==> src/rtl/cmd_dispatcher.sv <==
// cmd_dispatcher: buffers host command words and drives the display command bus, holding swaps until vblank start.
// Optional macro CMD_DISPATCH_AUTO_BUFFER_EN retargets bit 13 to the back buffer on issue.
module cmd_dispatcher #(
    parameter int FIFO_DEPTH  = 16,
    parameter int VBLANK_LINE = 480
) (
    input  logic        clk,
    input  logic        reset,
    input  logic        host_write,
    input  logic [31:0] host_writedata,
    input  logic [9:0]  hcount,
    input  logic [9:0]  vcount,
    output logic [31:0] cmd_out,
    output logic        cmd_valid,
    output logic        host_full,
    output logic        overflow,
    output logic        front_buf,
    output logic        swap_pending
);
    localparam int AW = $clog2(FIFO_DEPTH);
    typedef enum logic {S_RUN, S_WAIT_VBL} state_t;
    state_t state_q, state_d;
    logic [31:0] mem [FIFO_DEPTH];
    logic [AW-1:0] wr_q, wr_d, rd_q, rd_d;
    logic [AW:0] count_q, count_d;
    logic [31:0] cmd_q, cmd_d, head, issue;
    logic valid_q, valid_d, full_q, full_d, ovf_q, ovf_d, front_q, front_d, pend_q, pend_d, vbl_q;
    logic push, pop, head_swap, vbl, vbl_start;
    logic unused_hcount;

    assign unused_hcount = ^hcount;
    assign head = mem[rd_q];

    always_comb begin
        vbl = vcount == 10'(VBLANK_LINE);
        vbl_start = vbl & ~vbl_q;
        head_swap = head[20:17] == 4'b1111;
        // occupancy is judged at cycle start, so a same-cycle pop never makes room
        push = host_write && count_q < (AW+1)'(FIFO_DEPTH);
        pop = count_q != 0 && (state_q == S_RUN ? !head_swap : vbl_start);
        issue = head;
`ifdef CMD_DISPATCH_AUTO_BUFFER_EN
        issue[13] = ~front_q;
`endif
        state_d = state_q == S_RUN ? (count_q != 0 && head_swap ? S_WAIT_VBL : S_RUN)
                                   : (vbl_start ? S_RUN : S_WAIT_VBL);
        cmd_d = pop ? issue : 32'h0;
        valid_d = pop;
        front_d = pop && head_swap ? issue[13] : front_q;
        pend_d = state_d == S_WAIT_VBL;
        wr_d = wr_q + AW'(push);
        rd_d = rd_q + AW'(pop);
        count_d = count_q + (AW+1)'(push) - (AW+1)'(pop);
        full_d = count_d == (AW+1)'(FIFO_DEPTH);
        ovf_d = ovf_q | (host_write & ~push);
    end

    always_ff @(posedge clk)
        if (push) mem[wr_q] <= host_writedata;

    always_ff @(posedge clk or negedge reset) begin
        if (!reset) begin
            state_q <= S_RUN;
            wr_q    <= '0;
            rd_q    <= '0;
            count_q <= '0;
            cmd_q   <= 32'h0;
            valid_q <= 1'b0;
            full_q  <= 1'b0;
            ovf_q   <= 1'b0;
            front_q <= 1'b0;
            pend_q  <= 1'b0;
            vbl_q   <= 1'b0;
        end else begin
            state_q <= state_d;
            wr_q    <= wr_d;
            rd_q    <= rd_d;
            count_q <= count_d;
            cmd_q   <= cmd_d;
            valid_q <= valid_d;
            full_q  <= full_d;
            ovf_q   <= ovf_d;
            front_q <= front_d;
            pend_q  <= pend_d;
            vbl_q   <= vbl;
        end
    end

    assign cmd_out      = cmd_q;
    assign cmd_valid    = valid_q;
    assign host_full    = full_q;
    assign overflow     = ovf_q;
    assign front_buf    = front_q;
    assign swap_pending = pend_q;
endmodule

==> config.mk <==
export PLATFORM = sky130hd
export DESIGN_NAME = cmd_dispatcher
export DESIGN_NICKNAME = d
export VERILOG_FILES = /design/src/rtl/cmd_dispatcher.sv
export SDC_FILE = /design/constraint.sdc
export NUM_CORES = 1
export LEC_CHECK = 0
export ABC_CLOCK_PERIOD_IN_PS = 4950
export CORE_ASPECT_RATIO = 1.5
export CORE_MARGIN = 5
export CORE_UTILIZATION = 50
export CTS_CLUSTER_SIZE = 30
export DETAILED_ROUTE_END_ITERATION = 8
export PLACE_DENSITY = 0.65
export SYNTH_ARGS = -nofsm -noshare
export SYNTH_HDL_FRONTEND = slang
export SYNTH_SLANG_ARGS = --single-unit
==> constraint.sdc <==
create_clock -name clk -period 4.95 [get_ports clk]
set_input_delay 1.485 -clock clk [delete_from_list [all_inputs] [get_ports clk]]
set_output_delay 1.485 -clock clk [all_outputs]
set_load 0.03 [all_outputs]
==> results of run 1 <==
## logic make-up after synthesis
kind of cell,count (synthesis),share of synthesized area (%)
AO/OA/AOI/OAI,14,0.5093
XOR/XNOR,8,0.3240
adder cells (fa/ha/maj),11,0.6712
buffers and inverters,49,1.869
flip-flops,563,77.00
multiplexers,156,16.73
AND/OR/NAND/NOR,86,2.887
## routing by layer
metal	GRT usage (%)	up-vias	share of wire, %
met5	0	-	0
met4	4.574	0	1.8
met3	2.649	51	4.0
met2	33.82	226	55
met1	23.45	5064	39
li1	-	4014	-
## path summary, 6_finish.rpt
check	end	slack, ns	cells past startpoint
worst max-delay path	host_full$_DFF_PN0_	0.94	15
min in group asynchronous	cmd_out[11]$_DFF_PN0_	1.05	1
max in group asynchronous	rd_q[3]$_DFF_PN0_	2.99	2
worst max register to register	host_full$_DFF_PN0_	1.22	14
worst min register to register	overflow$_DFF_PN0_	0.47	1
worst min-delay path	overflow$_DFF_PN0_	0.47	1
## synth_stat cells (all sizes together)
| library cell | number | area, um^2 |
|---|---|---|
| ha | 10 | 125.1 |
| mux4 | 155 | 3607 |
| xor2 | 5 | 43.79 |
| and2 | 1 | 6.260 |
| a21o | 3 | 22.52 |
| nand4 | 1 | 12.51 |
| or3 | 1 | 6.260 |
| fa | 1 | 20.02 |
| nand3 | 11 | 55.05 |
| dlygate4sd1 | 3 | 26.28 |
| nand3b | 1 | 7.510 |
| a31oi | 1 | 6.260 |
| nand2b | 5 | 31.28 |
| inv | 9 | 33.78 |
| o31ai | 1 | 7.510 |
| nor3 | 5 | 25.02 |
| a22oi | 4 | 30.03 |
| a211oi | 1 | 7.510 |
| xnor2 | 3 | 26.28 |
| o21bai | 2 | 26.28 |
| dfrtp | 51 | 1276 |
| mux2 | 1 | 11.26 |
| nor4b | 1 | 8.760 |
| edfxtp | 512 | 15370 |
| nor2 | 14 | 52.55 |
| a21oi | 2 | 10.01 |
| buf | 31 | 317.8 |
| nand4b | 1 | 8.760 |
| nor2b | 35 | 361.6 |
| clkbuf | 6 | 26.28 |
| nand2 | 7 | 26.28 |
| nor4bb | 1 | 10.01 |
| nor4 | 2 | 12.51 |
## sequential cells by signal, summed over array words and instances (netlist names)
register / count
front_buf: 1
wr_q: 4
mem: 512
cmd_valid: 1
count_q: 5
host_full: 1
state_q: 1
vbl_q: 1
rd_q: 4
cmd_out: 32
overflow: 1
## critical path: stages
cell	delay, ns
clkdlybuf4s50_1	0.40
nor4_1	0.30
nor4bb_1	0.36
a21o_1	0.19
nand2b_1	0.07
o21bai_4	0.18
inv_2	0.07
ha_1	0.13
inv_1	0.04
ha_1	0.20
fa_1	0.45
a21oi_1	0.18
o21bai_1	0.10
xnor2_1	0.19
and2_1	0.15
## layout make-up
cell class	count	area, um^2	share of cell area, %
flip-flops and latches	563	16660	66.51
multi-input cells	275	4678	18.68
clock buffers	75	1510	6.029
repair buffers	114	1179	4.705
well taps	570	713.2	2.847
clock inverters	22	275.3	1.099
inverters	9	33.78	0.1349
## per-stage QoR
| stage | hold WS [ns] | cell area (um^2) | std cells | setup WS [ns] | util, % |
|---|---|---|---|---|---|
| 6_report | 0.4654 | 25050 | 1628 | 0.9419 | 58.50 |
| 5_1_grt | 0.4976 | 25050 | 1628 | 0.6342 | 58.50 |
| 4_1_cts | 0.4740 | 25050 | 1628 | 0.8883 | 58.50 |
| 3_5_place_dp | 0.4608 | 23260 | 1531 | 0.3105 | 54.33 |
| 3_3_place_gp | 0.4529 | 23260 | 1531 | 0.5197 | 54.33 |
| 2_1_floorplan | 0.4765 | 21620 | 887 | 0.3393 | - |
## power by group
part	internal (mW)	switching, mW
combinational	1.42	1.21
sequential	5.55	0.278
clock	2.44	1.67
total	9.41	3.16
==> run metrics, run 1 <==
die extent in x 179.8 um; Port Buffers 81; Arrival @ worst endpoint 4.50 ns; clk sink count 563; Seq/Total Area, Yosys 77.00%; layout cells sized above 1 26.56%; initial antenna violation count 1; most common cell after layout, fill and taps aside edfxtp_1; WP data required 5.44 ns; CTS tree yes; drt total wl 43.29 mm; max-slew violations 0; total negative slack 0 ns; row count 93; Final ANT Viol Nets 0; static leakage 8.120 nW; Netlist cell types 43; CP Launch Type primary input; Yosys warning count 0; maximum vdd drop 0.0002513 V; status complete, no violations; post-CTS sizing 0; most frequent cells in the layout edfxtp_1, mux4_2, clkdlybuf4s50_1; syn_nets 953; final setup violation count 0; post-CTS setup buffers 0; total congestion overflow 0; Fillers 3,126; vias in the first global route 10,140; vias post-DR 9,355; Post-Synthesis Cells 887; mapped cell area 21,620 um^2; largest net degree at the start of global routing 54; Global Route Usage Sum 18.48%; final period utilization 80.97%; DRT Pass-1 Iters 4; syn avg cell area 24.38 um^2; core footprint 42,820 um^2; post-synthesis register bit count 563; critical path endpoint category flip-flop; clock period minus worst slack 4.008 ns; CTS Buffer Depth 3; WL/cell 26.59 um; routability-driven placement congestion ratio 0.7286; Layout Nets 1,081; DRC 0; PD cells 501.5 nW/um^2; RSZ-0062 raised after global routing false; HPWL Detailed 24.07 mm; slew margin rel. 38.57%; vias per cell 5.746; worst-path fanout max 3; first-pass GRT wire length 65.60 mm; actual slew at the worst max-slew pin 0.9215 ns; Max Clock Skew 0.02576 ns; die area 47,590 um^2; CTS clk-pin slew, worst paths 0.06 ns; Initial Util 50.50%; Max Cap Viol 0; Hold Path Class flip-flop to flip-flop; worst skew pair latency 0.58 ns; area delta synth->final 15.85%; drt initial violations 622; Critical Setup Path Class primary input to flip-flop; r2r startpoint rd_q[0]$_DFF_PN0_; Fin. Hold Viols 0; antenna cells 0; min-delay src overflow$_DFF_PN0_; fmax 249.5 MHz; Die H 264.7 um; CTS buffer count 52; hold buffer count at cts 0; clock root buffer master clkbuf_16; H-Tree Depth 2; Final Power 12.56 mW; CP Launch Point vcount[1]; IO Count 92
Note: power is estimated with default switching activity, not from simulation.
==> run 2, diff against run 1 <==
- ABC_CLOCK_PERIOD_IN_PS: 4950 -> 3500
- PLACE_DENSITY: 0.65 -> 0.67
- clock period: 4.95 -> 3.5 ns (I/O delays scaled with it)
==> run metrics, run 2 (synthesis results as in run 1) <==
Max Clock Skew 0.01447 ns; worst-path fanout max 2; clk sink count 563; drt initial violations 633; vias per cell 5.689; fmax 299.4 MHz; Critical Setup Path Class primary input to flip-flop; largest net degree at the start of global routing 51; final setup violation count 0; worst skew pair latency 0.56 ns; area delta synth->final 17.14%; Levels on crit path 13; RSZ-0062 raised after global routing false; CTS buffer count 50; clock period minus worst slack 3.340 ns; most common cell after layout, fill and taps aside edfxtp_1; CTS Buffer Depth 3; CP Launch Type primary input; Post-Layout Inst Area 25,330 um^2; initial antenna violation count 1; Final Power 17.84 mW; HPWL Detailed 24.71 mm; CTS clk-pin slew, worst paths 0.06 ns; Final ANT Viol Nets 0; core footprint 42,820 um^2; layout cells sized above 1 28.61%; WL/cell 25.82 um; max-slew violations 0; crit-path cells clkdlybuf4s50_1 -> nand4b_1 -> nor4bb_4 -> a21o_1 -> nand2b_1 -> o21bai_4 -> inv_2 -> ha_1 -> inv_1 -> ha_2 -> fa_2 -> nor4_2 -> and2_1; Finished Layout Cells 1,650; DRC 0; Crit path max-delay family simple AND/OR/NAND/NOR gates; die extent in x 179.8 um; Layout Nets 1,104; final period utilization 95.43%; static leakage 8.251 nW; Global Route Usage Sum 17.95%; critical path's slowest cell clkdlybuf4s50_1; vias in the first global route 10,210; Initial Util 50.50%; slew margin rel. 42.57%; final core occ 59.15%; die area 47,590 um^2; max reg flops 512; maximum vdd drop 0.0005302 V; critical path endpoint category flip-flop; Max Cap Viol 0; actual slew at the worst max-slew pin 0.8615 ns; routability-driven placement congestion ratio 0.7284; drt total wl 42.60 mm; H-Tree Depth 2; antenna cells 0; CTS tree yes; Hold Path Class flip-flop to flip-flop; row count 93; DP Cell Count 1,553; vias post-DR 9,387; hold buffer count at cts 0; Fillers 3,077; Fin. Hold Viols 0; Largest Register mem; max incr delay on CP 0.46 ns; worst path buffer plus inverter count 3; WP data required 3.99 ns; clock root buffer master clkbuf_16; Port Buffers 81; Die H 264.7 um; DRT Pass-1 Iters 5; Placed Instance Area 23,520 um^2; most frequent cells in the layout edfxtp_1, mux4_2, clkdlybuf4s50_1; IO Count 92; status complete, no violations; R2R cell count 13; total congestion overflow 0; Arrival @ worst endpoint 3.83 ns; PD cells 704.5 nW/um^2; hold_ws 0.4595 ns; first-pass GRT wire length 64.45 mm; Hold Path Cell Cnt 1
==> run 2: cell count changes in the layout (fill, tap and decap cells not counted), moves of 3 or more <==
| cell | previous run | this run |
|---|---|---|
| clkbuf_8 | 8 | 4 |
| clkinv_1 | 4 | 7 |
| clkinvlp_4 | 1 | 6 |
| buf_4 | 23 | 42 |
| buf_12 | 10 | 15 |
| clkbuf_1 | 13 | 9 |
| nor3_2 | 4 | 0 |
| nor3_4 | 0 | 4 |
==> run 2: final timing paths <==
path / start / slack, ns / endpoint
max in group asynchronous: reset / 2.23 / cmd_out[31]$_DFF_PN0_
hold / removal: overflow$_DFF_PN0_ / 0.46 / overflow$_DFF_PN0_
setup / recovery: vcount[6] / 0.16 / host_full$_DFF_PN0_
setup reg to reg: rd_q[0]$_DFF_PN0_ / 0.27 / host_full$_DFF_PN0_
hold reg to reg: overflow$_DFF_PN0_ / 0.46 / overflow$_DFF_PN0_
min in group asynchronous: reset / 0.53 / cmd_out[11]$_DFF_PN0_
==> run 2: repair_timing <==
item / in CTS / in global routing
buffers inserted: 0 / 3
gates resized for setup: 0 / 3
hold endpoints to repair: 0 / 0
setup endpoints to repair: 0 / 10
==> run 2: area by class of cell <==
cell class	instances	area, um^2	area share (%)
clock buffer	66	1415	5.587
clock inverter	28	325.3	1.284
inverter	9	33.78	0.1334
multi-input combinational	275	4736	18.70
sequential	563	16660	65.77
tap	570	713.2	2.816
timing repair buffer	139	1446	5.710
==> run 2: power breakdown <==
| group | internal [mW] | switching [mW] | total, mW |
|---|---|---|---|
| combinational | 2.13 | 1.92 | 4.04 |
| sequential | 7.85 | 0.227 | 8.08 |
| clock | 3.37 | 2.35 | 5.72 |
| total | 13.3 | 4.50 | 17.8 |
==> run 2: stage by stage <==
step | worst slack [ns] | setup TNS (ns)
global route | 0.01779 | 0
finish | 0.1600 | 0
detailed placement | -0.5011 | -1.140
CTS | 0.05683 | 0
floorplan | 0.0003291 | 0
global placement | -0.4158 | -0.6989
==> run 2: per-layer routing <==
metal / wire [um] / track usage (%) / share of wire (%) / vias to the layer above
met3: 1888 / 2.649 / 4.4 / 61
met2: 22620 / 31.52 / 53 / 220
met5: 7 / 0 / 0.016 / -
met1: 17360 / 24.10 / 41 / 5049
met4: 728 / 4.265 / 1.7 / 2
li1: - / - / - / 4055
==> run 3, diff against run 2 <==
- CAP_MARGIN: unset -> 20
==> results of run 3 <==
Same layout as run 2: the final DEF is identical, and so are final timing and power.
